$ cat src/rtl/switch_debouncer_pkg.sv
// switch_debouncer_pkg: shared counts and channel FSM state type for the switch debouncer.
package switch_debouncer_pkg;

   localparam int DEBOUNCE_CNT_DEFAULT = 500000;
   localparam int DEBOUNCE_CNT_SIM     = 4;

   typedef enum logic {IDLE, COUNT} dbc_state_e;

endpackage

$ cat src/rtl/switch_debouncer_debounce_channel.sv
// debounce_channel: one switch bit -- 2-flop synchroniser, bounce filter, level and edge pulses.
// SWITCH_DEBOUNCER_TOGGLE_EN adds a toggle flop that flips on every rising pulse.
module debounce_channel
   import switch_debouncer_pkg::*;
#(
   parameter  int CNT_MAX = DEBOUNCE_CNT_DEFAULT,
   localparam int CNT_W   = $clog2(CNT_MAX + 1)
) (
   input  logic clk,
   input  logic rst_n,
   input  logic sw_in,
   output logic level,
   output logic rise,
   output logic fall
`ifdef SWITCH_DEBOUNCER_TOGGLE_EN
   ,
   output logic toggle
`endif
);

   localparam logic [CNT_W-1:0] CNT_LAST = CNT_W'(CNT_MAX - 1);

   dbc_state_e       state_q, state_d;
   logic [CNT_W-1:0] cnt_q, cnt_d;
   logic             sync1_q, sync1_d, sync2_q, sync2_d;
   logic             level_q, level_d, rise_q, rise_d, fall_q, fall_d;

   // A disagreement must persist for CNT_MAX consecutive samples; any agreement restarts.
   always_comb begin
      sync1_d = sw_in;
      sync2_d = sync1_q;
      state_d = IDLE;
      cnt_d   = '0;
      level_d = level_q;
      rise_d  = 1'b0;
      fall_d  = 1'b0;
      if (sync2_q != level_q) begin
         if (state_q == IDLE) begin
            state_d = COUNT;
            cnt_d   = CNT_W'(1);
         end else if (cnt_q == CNT_LAST) begin
            level_d = sync2_q;
            rise_d  = sync2_q;
            fall_d  = ~sync2_q;
         end else begin
            state_d = COUNT;
            cnt_d   = cnt_q + 1'b1;
         end
      end
   end

   always_ff @(posedge clk or negedge rst_n) begin
      if (!rst_n) begin
         sync1_q <= 1'b0;
         sync2_q <= 1'b0;
         state_q <= IDLE;
         cnt_q   <= '0;
         level_q <= 1'b0;
         rise_q  <= 1'b0;
         fall_q  <= 1'b0;
      end else begin
         sync1_q <= sync1_d;
         sync2_q <= sync2_d;
         state_q <= state_d;
         cnt_q   <= cnt_d;
         level_q <= level_d;
         rise_q  <= rise_d;
         fall_q  <= fall_d;
      end
   end

   assign level = level_q;
   assign rise  = rise_q;
   assign fall  = fall_q;

`ifdef SWITCH_DEBOUNCER_TOGGLE_EN
   logic toggle_q, toggle_d;

   always_comb toggle_d = toggle_q ^ rise_q;

   always_ff @(posedge clk or negedge rst_n) begin
      if (!rst_n) toggle_q <= 1'b0;
      else        toggle_q <= toggle_d;
   end

   assign toggle = toggle_q;
`endif

endmodule

$ cat src/rtl/switch_debouncer.sv
// switch_debouncer: NUM_CH independent debounced switch channels plus a combined edge flag.
// SWITCH_DEBOUNCER_TOGGLE_EN adds the SW_TOGGLE output.
module switch_debouncer
   import switch_debouncer_pkg::*;
#(
   parameter int NUM_CH  = 6,
   parameter int CNT_MAX = DEBOUNCE_CNT_DEFAULT
) (
   input  logic              CLOCK_50,
   input  logic              RESET_N,
   input  logic [NUM_CH-1:0] SW_IN,
   output logic [NUM_CH-1:0] SW_LEVEL,
   output logic [NUM_CH-1:0] SW_RISE,
   output logic [NUM_CH-1:0] SW_FALL,
   output logic              SW_ANY
`ifdef SWITCH_DEBOUNCER_TOGGLE_EN
   ,
   output logic [NUM_CH-1:0] SW_TOGGLE
`endif
);

   for (genvar i = 0; i < NUM_CH; i++) begin : g_ch
      debounce_channel #(.CNT_MAX(CNT_MAX)) u_ch (
         .clk    (CLOCK_50),
         .rst_n  (RESET_N),
         .sw_in  (SW_IN[i]),
         .level  (SW_LEVEL[i]),
         .rise   (SW_RISE[i]),
         .fall   (SW_FALL[i])
`ifdef SWITCH_DEBOUNCER_TOGGLE_EN
         ,
         .toggle (SW_TOGGLE[i])
`endif
      );
   end

   assign SW_ANY = |(SW_RISE | SW_FALL);

endmodule

$ cat config.mk
export PLATFORM = sky130hd
export DESIGN_NAME = switch_debouncer
export DESIGN_NICKNAME = d
export VERILOG_FILES = /design/src/rtl/switch_debouncer_pkg.sv /design/src/rtl/switch_debouncer_debounce_channel.sv /design/src/rtl/switch_debouncer.sv
export SDC_FILE = /design/constraint.sdc
export NUM_CORES = 1
export LEC_CHECK = 0
export CORE_MARGIN = 2
export CORE_UTILIZATION = 50
export CTS_CLUSTER_SIZE = 8
export DETAILED_ROUTE_END_ITERATION = 8
export PLACE_DENSITY_LB_ADDON = 0.1
export SLEW_MARGIN = 15
export SYNTH_ARGS = -nofsm -noshare
export SYNTH_HDL_FRONTEND = slang
export SYNTH_HIERARCHICAL = 1
export SYNTH_SLANG_ARGS = --single-unit
$ cat constraint.sdc
create_clock -name CLOCK_50 -period 1.9 [get_ports CLOCK_50]
set_input_delay 0.285 -clock CLOCK_50 [delete_from_list [all_inputs] [get_ports CLOCK_50]]
set_output_delay 0.285 -clock CLOCK_50 [all_outputs]
set_load 0.01 [all_outputs]
# After elaboration in Yosys (flattened, before gate mapping)
# Cells that the tools add are included.
totals:
  regBits: 150
  latchBits: 0
  mem_bits_rw: 0
  mem_bits_ro: 0
  in_bits: 8
  out_inout_bits: 19
  elab_cells: 146
  memories: 0
op_classes:
  addsub: 6
  multipliers: 0
  div: 0
  magnitude_cmp: 0
  n_eq_ne: 12
  n_shift: 0
  mux: 72
  bitwise_logic: 7
  n_reduce_logical: 7
ops:
  columns: ["cell", "count"]
  rows:
  - ["$mux 19", 18]
  - ["$add 19x1->19 const B", 6]
  - ["$eq 19x19->1 const B", 6]
  - ["$mux 1", 54]
  - ["$reduce_and 3->1", 6]
  - ["$ne 1x1->1", 6]
  - ["$not 1->1", 6]
  - ["$or 6x6->6", 1]
  - ["$reduce_or 6->1", 1]

# Longest topological paths before layout
depth:
  word_depth: 4
  mapped_depth: 6
  mapped_depth_nobuf: 5

# By module
# The synthesis kept the hierarchy.
by_module_without_submodules:
  columns: ["mod", "n_inst", "cells_per_inst", "area_per_inst_um2", "seq_area_each_um2"]
  rows:
  - ["debounce_channel", 6, 117, 1212.4, 625.6]
  - ["switch_debouncer", 1, 4, 23.8, 0.0]

# Worst setup path after synthesis
# Ideal clock, no wire load.
synth_path:
  path_type: "register -> register"
  from: "reg g_ch[0].u_ch.cnt_q[0]"
  to: "reg g_ch[0].u_ch.cnt_q[10]"
  setup_time_ns: 0.121
  arrival_time_ns: 1.603
  required_time_ns: 1.779
  slack_ns: 0.176
  stages_incl_launch_ff: 7
  n_path_buf: 1
  synth_period_minus_slack_ns: 1.724
  path_cell_list: "dfrtp_1 -> ha_1 -> and4_1 -> nand4_1 -> o21ai_2 -> buf_2 -> nor2_1"
synth_between:
  elab_chain_len: 4
  word_cells_on_any_way: 5
  classes_between: "add/sub: 1; eq/ne: 1; mux: 3"
synth_lines:
  columns: ["element", "line", "source"]
  rows:
  - ["start: declaration", "switch_debouncer_debounce_channel.sv:24", "logic [CNT_W-1:0] cnt_q, cnt_d;"]
  - ["start signal: assignment", "switch_debouncer_debounce_channel.sv:65", "cnt_q <= cnt_d;"]
  - ["$add 19x1->19 / $eq 19x19->1 (equally long branches)", "switch_debouncer_debounce_channel.sv:47, switch_debouncer_debounce_channel.sv:41", null]
  - ["$mux 19 *", "switch_debouncer_debounce_channel.sv:41", "end else if (cnt_q == CNT_LAST) begin"]
  - ["$mux 19 *", "switch_debouncer_debounce_channel.sv:38", "if (state_q == IDLE) begin"]
  - ["$mux 19 *", "switch_debouncer_debounce_channel.sv:37", "if (sync2_q != level_q) begin"]
  - ["net g_ch[0].u_ch.cnt_d[10]", "switch_debouncer_debounce_channel.sv:24", null]
# Mark *: on every way through the listed nets, which the timed path passes. The rest lies on a longest branch.
# A chain may end at the register's enable or synchronous reset.

# Final worst setup path
layout_path:
  from: "reg g_ch[0].u_ch.cnt_q[0]"
  to: "reg g_ch[0].u_ch.level_q"
layout_between:
  elab_chain_len: 2
layout_lines:
  columns: ["element", "line", "source"]
  rows:
  - ["$eq 19x19->1", "switch_debouncer_debounce_channel.sv:41", null]
  - ["$reduce_and 3->1 (no line)", null, null]
  - ["end signal: assignment", "switch_debouncer_debounce_channel.sv:66", "level_q <= level_d;"]
  - ["end: declaration", "switch_debouncer_debounce_channel.sv:26", "logic level_q, level_d, rise_q, rise_d, fall_q, fall_d;"]
# Every way passes these cells.

==> impl_metrics.json <==
{
  "outcome": "complete, no violations",
  "r2r_cells": 5,
  "clockBufferDepth": 2,
  "drt_iter0_drc": 289,
  "syn_to_final_growth_pct": 17.2,
  "ys_async_sr_fraction_pct": 100,
  "worstPathRequired_ns": 2.18,
  "seq_area_sq_um": 3750,
  "first_global_vias": 5352,
  "worst_pin_slew_ns": 0.500,
  "synth_edf_count": 0,
  "yosys_most_used_dff": "dfrtp_1",
  "busiest_layer": "met2",
  "final_common_cell": "dfrtp_1",
  "post-place-cells": 925,
  "clock_latency_ns": 0.41,
  "row_count": 44,
  "p_per_area_nw_per_um2": 786,
  "critPathLaunchType": "flip-flop",
  "clock.fmax_ghz": 0.558,
  "gp_congestion": 0.844,
  "drv_cap": 0,
  "crit_fanout": 5,
  "grtUsageMet3_pct": 5.33,
  "drc": 0,
  "r2r-start": "g_ch[0].u_ch/cnt_q[0]$_DFF_PN0_",
  "yosys_warnings": 6,
  "crit_family": "simple AND/OR/NAND/NOR gates",
  "p_int_uw": 5300,
  "crit_slowest_cell": "dfrtp_1",
  "globalRouteMet2Util_pct": 32.8,
  "hp-class": "primary input to flip-flop",
  "cp.buffers_inverters": 0,
  "cts_tree": "yes",
  "hpwl_microns": 10100,
  "drv_slew": 0,
  "dp_worst_setup_slack_ns": 0.0711,
  "syn_nets": 720,
  "leakage_uw": 0.00329,
  "cts_buffers": 17,
  "multiInputGateArea_sq_um": 3350,
  "grt_max_degree": 52,
  "nNetsFinal": 778,
  "layout.cells.non_filler": 960,
  "hold_violations": 0,
  "end_kind": "flip-flop",
  "rr_endpoint": "g_ch[0].u_ch/level$_DFFE_PN0P_",
  "die_y_microns": 125,
  "grt_overflow": 0,
  "core_area_sq_um": 14400,
  "drtPass1Iterations": 4,
  "fin_crit_sh_pct": 94.4,
  "nFillCells": 1169,
  "finalWorstSetupSlack_ns": 0.107,
  "hold_start": "SW_IN[5]",
  "cts_htree_levels": 4,
  "wirelength_microns": 14400,
  "vias": 5310,
  "syn_area_per_cell_sq_um": 10.3,
  "ff2ff_setup_slack_ns": 0.11,
  "combinationalPowerShare_pct": 3.2,
  "use_met1_pct": 25.6,
  "ant_nets": 0,
  "finalSetupTns_ns": 0,
  "syn_inst": 706,
  "arrival_ns": 2.08,
  "die_w_microns": 125,
  "max_stage_delay_ns": 0.40,
  "grt_pass1_wl_microns": 25100,
  "die_area_sq_um": 15600,
  "holdPathEnd": "g_ch[5].u_ch/sync1_q$_DFF_PN0_",
  "wl_per_cell_microns": 15.0,
  "clkSinkCount": 150,
  "swShare_pct": 21.2,
  "antenna_found_initial": 0,
  "path_clk_slew_ns": 0.06,
  "utilization_pct": 59.5,
  "worstPathCellList": "ha_1 > and4_1 > nand4_1 > nor2_2 > mux2_1",
  "final_cell_mix": "149 x dfrtp_1, 91 x nor2_1, 54 x xnor2_1",
  "layout-drive-gt1-share_pct": 16.0,
  "synth.cell_area_sq_um": 7300,
  "period_minus_slack_ns": 1.79,
  "gr-usage-all-layers_pct": 19.6,
  "pwr-share-seq_pct": 48.6,
  "yosysSeqAreaShare_pct": 51.4,
  "max-vdd-ir-drop_uv": 651,
  "ys_ff_latch": 150,
  "finalSetupViolCount": 0,
  "cts-root-buf": "clkbuf_16",
  "num_antenna_cells": 0,
  "synth.distinct_cells": 33,
  "io_buffers": 26,
  "ios": 27,
  "fin_worst_skew_ns": 0.00869,
  "power_frac_clock_pct": 48.2,
  "vias_per_cell": 5.53,
  "slew-limit-headroom_pct": 66.7,
  "timing_worst_setup_path_type": "flip-flop to flip-flop",
  "total_power_uw": 6730,
  "start_util_pct": 50.8,
  "rsz0062_at_grt": "no",
  "switchingPower_uw": 1430,
  "holdPathStages": 1
}
[state kept, by name (all words and copies together), names as in the netlist]
signal             count
g_ch.u_ch/level        6
g_ch.u_ch/rise         6
g_ch.u_ch/state_q      6
g_ch.u_ch/sync2_q      6
g_ch.u_ch/fall         6
g_ch.u_ch/cnt_q      114
g_ch.u_ch/sync1_q      6
[area by class of cell]
cell class	instances	area share, %
sequential	150	43.9
timing repair buffer	63	7.05
tap	184	2.69
clock inverter	9	1.20
multi-input combinational	520	39.2
inverter	12	0.527
clock buffer	22	5.43
[synthesized netlist by cell type (12+ instances only)]
library cell	number	area, sq um
dfrtp_1	150	3750
nor2_1	96	360
xnor2_1	54	473
nand2_1	42	158
nand4_1	42	263
nand3_1	37	185
xor2_1	24	210
nor4_1	21	131
a21oi_1	18	90.1
nor3_1	18	90.1
o21ai_0	18	90.1
or3_1	18	113
a21oi_2	12	105
and2_1	12	75.1
buf_2	12	60.1
inv_1	12	45.0
o31ai_1	12	90.1
or2_1	12	75.1
or4_4	12	135
[metal layers]
layer  part of all wire [%]  vias up
met5                      0        -
met4                   0.93        0
met3                    3.2        9
met2                     49       70
met1                     47     2609
li1                       -     2622
[what timing repair did]
action                                 CTS  global route
endpoints found under the hold margin   47             0
setup endpoints to repair                1            19
gates resized for setup                  3            11
cloned                                   0             0
setup buffers                            1             2
hold buffers                             1             0
pin swaps                                1             5
[power by group through the flow]
stage	logic [uW]	registers, uW	clock network [uW]
3_3_place_gp	213	3320	0
5_1_grt	246	3270	3460
3_5_place_dp	216	3320	0
6_report	216	3270	3240
4_1_cts	219	3270	3320
2_1_floorplan	79.6	3320	0
[through the flow]
step	hold slack, ns	cell area, sq um
global placement	0.266	7930
CTS	0.290	8520
finish	0.311	8550
detailed placement	0.274	7930
global route	0.289	8550
floorplan	-0.0106	7300
[cells by family after synthesis]
group | Yosys count | share of synthesized area, %
and+or+nand+nor | 358 | 27.8
DFF | 150 | 51.4
xor gates and xnor gates | 78 | 9.36
AOI/OAI and AO/OA | 72 | 6.48
buffers and inverters | 36 | 2.98
muxes | 6 | 0.926
adders and majority gates | 6 | 1.03
[worst max-delay path by stage]
stage                                     from                          endpoint  slack [ns]  cells after the start
3_5_place_dp   g_ch[2].u_ch/cnt_q[0]$_DFF_PN0_    g_ch[2].u_ch/level$_DFFE_PN0P_        0.07                      5
2_1_floorplan  g_ch[0].u_ch/cnt_q[0]$_DFF_PN0_  g_ch[0].u_ch/cnt_q[10]$_DFF_PN0_        0.18                      6
6_report       g_ch[0].u_ch/cnt_q[0]$_DFF_PN0_    g_ch[0].u_ch/level$_DFFE_PN0P_        0.11                      5
4_1_cts            g_ch[1].u_ch/fall$_DFF_PN0_                            SW_ANY       0.008                      4
3_3_place_gp   g_ch[1].u_ch/cnt_q[0]$_DFF_PN0_    g_ch[1].u_ch/level$_DFFE_PN0P_        0.16                      5
5_1_grt        g_ch[2].u_ch/cnt_q[0]$_DFF_PN0_    g_ch[2].u_ch/level$_DFFE_PN0P_       0.003                      5
Note: power is estimated with default switching activity, not from simulation.
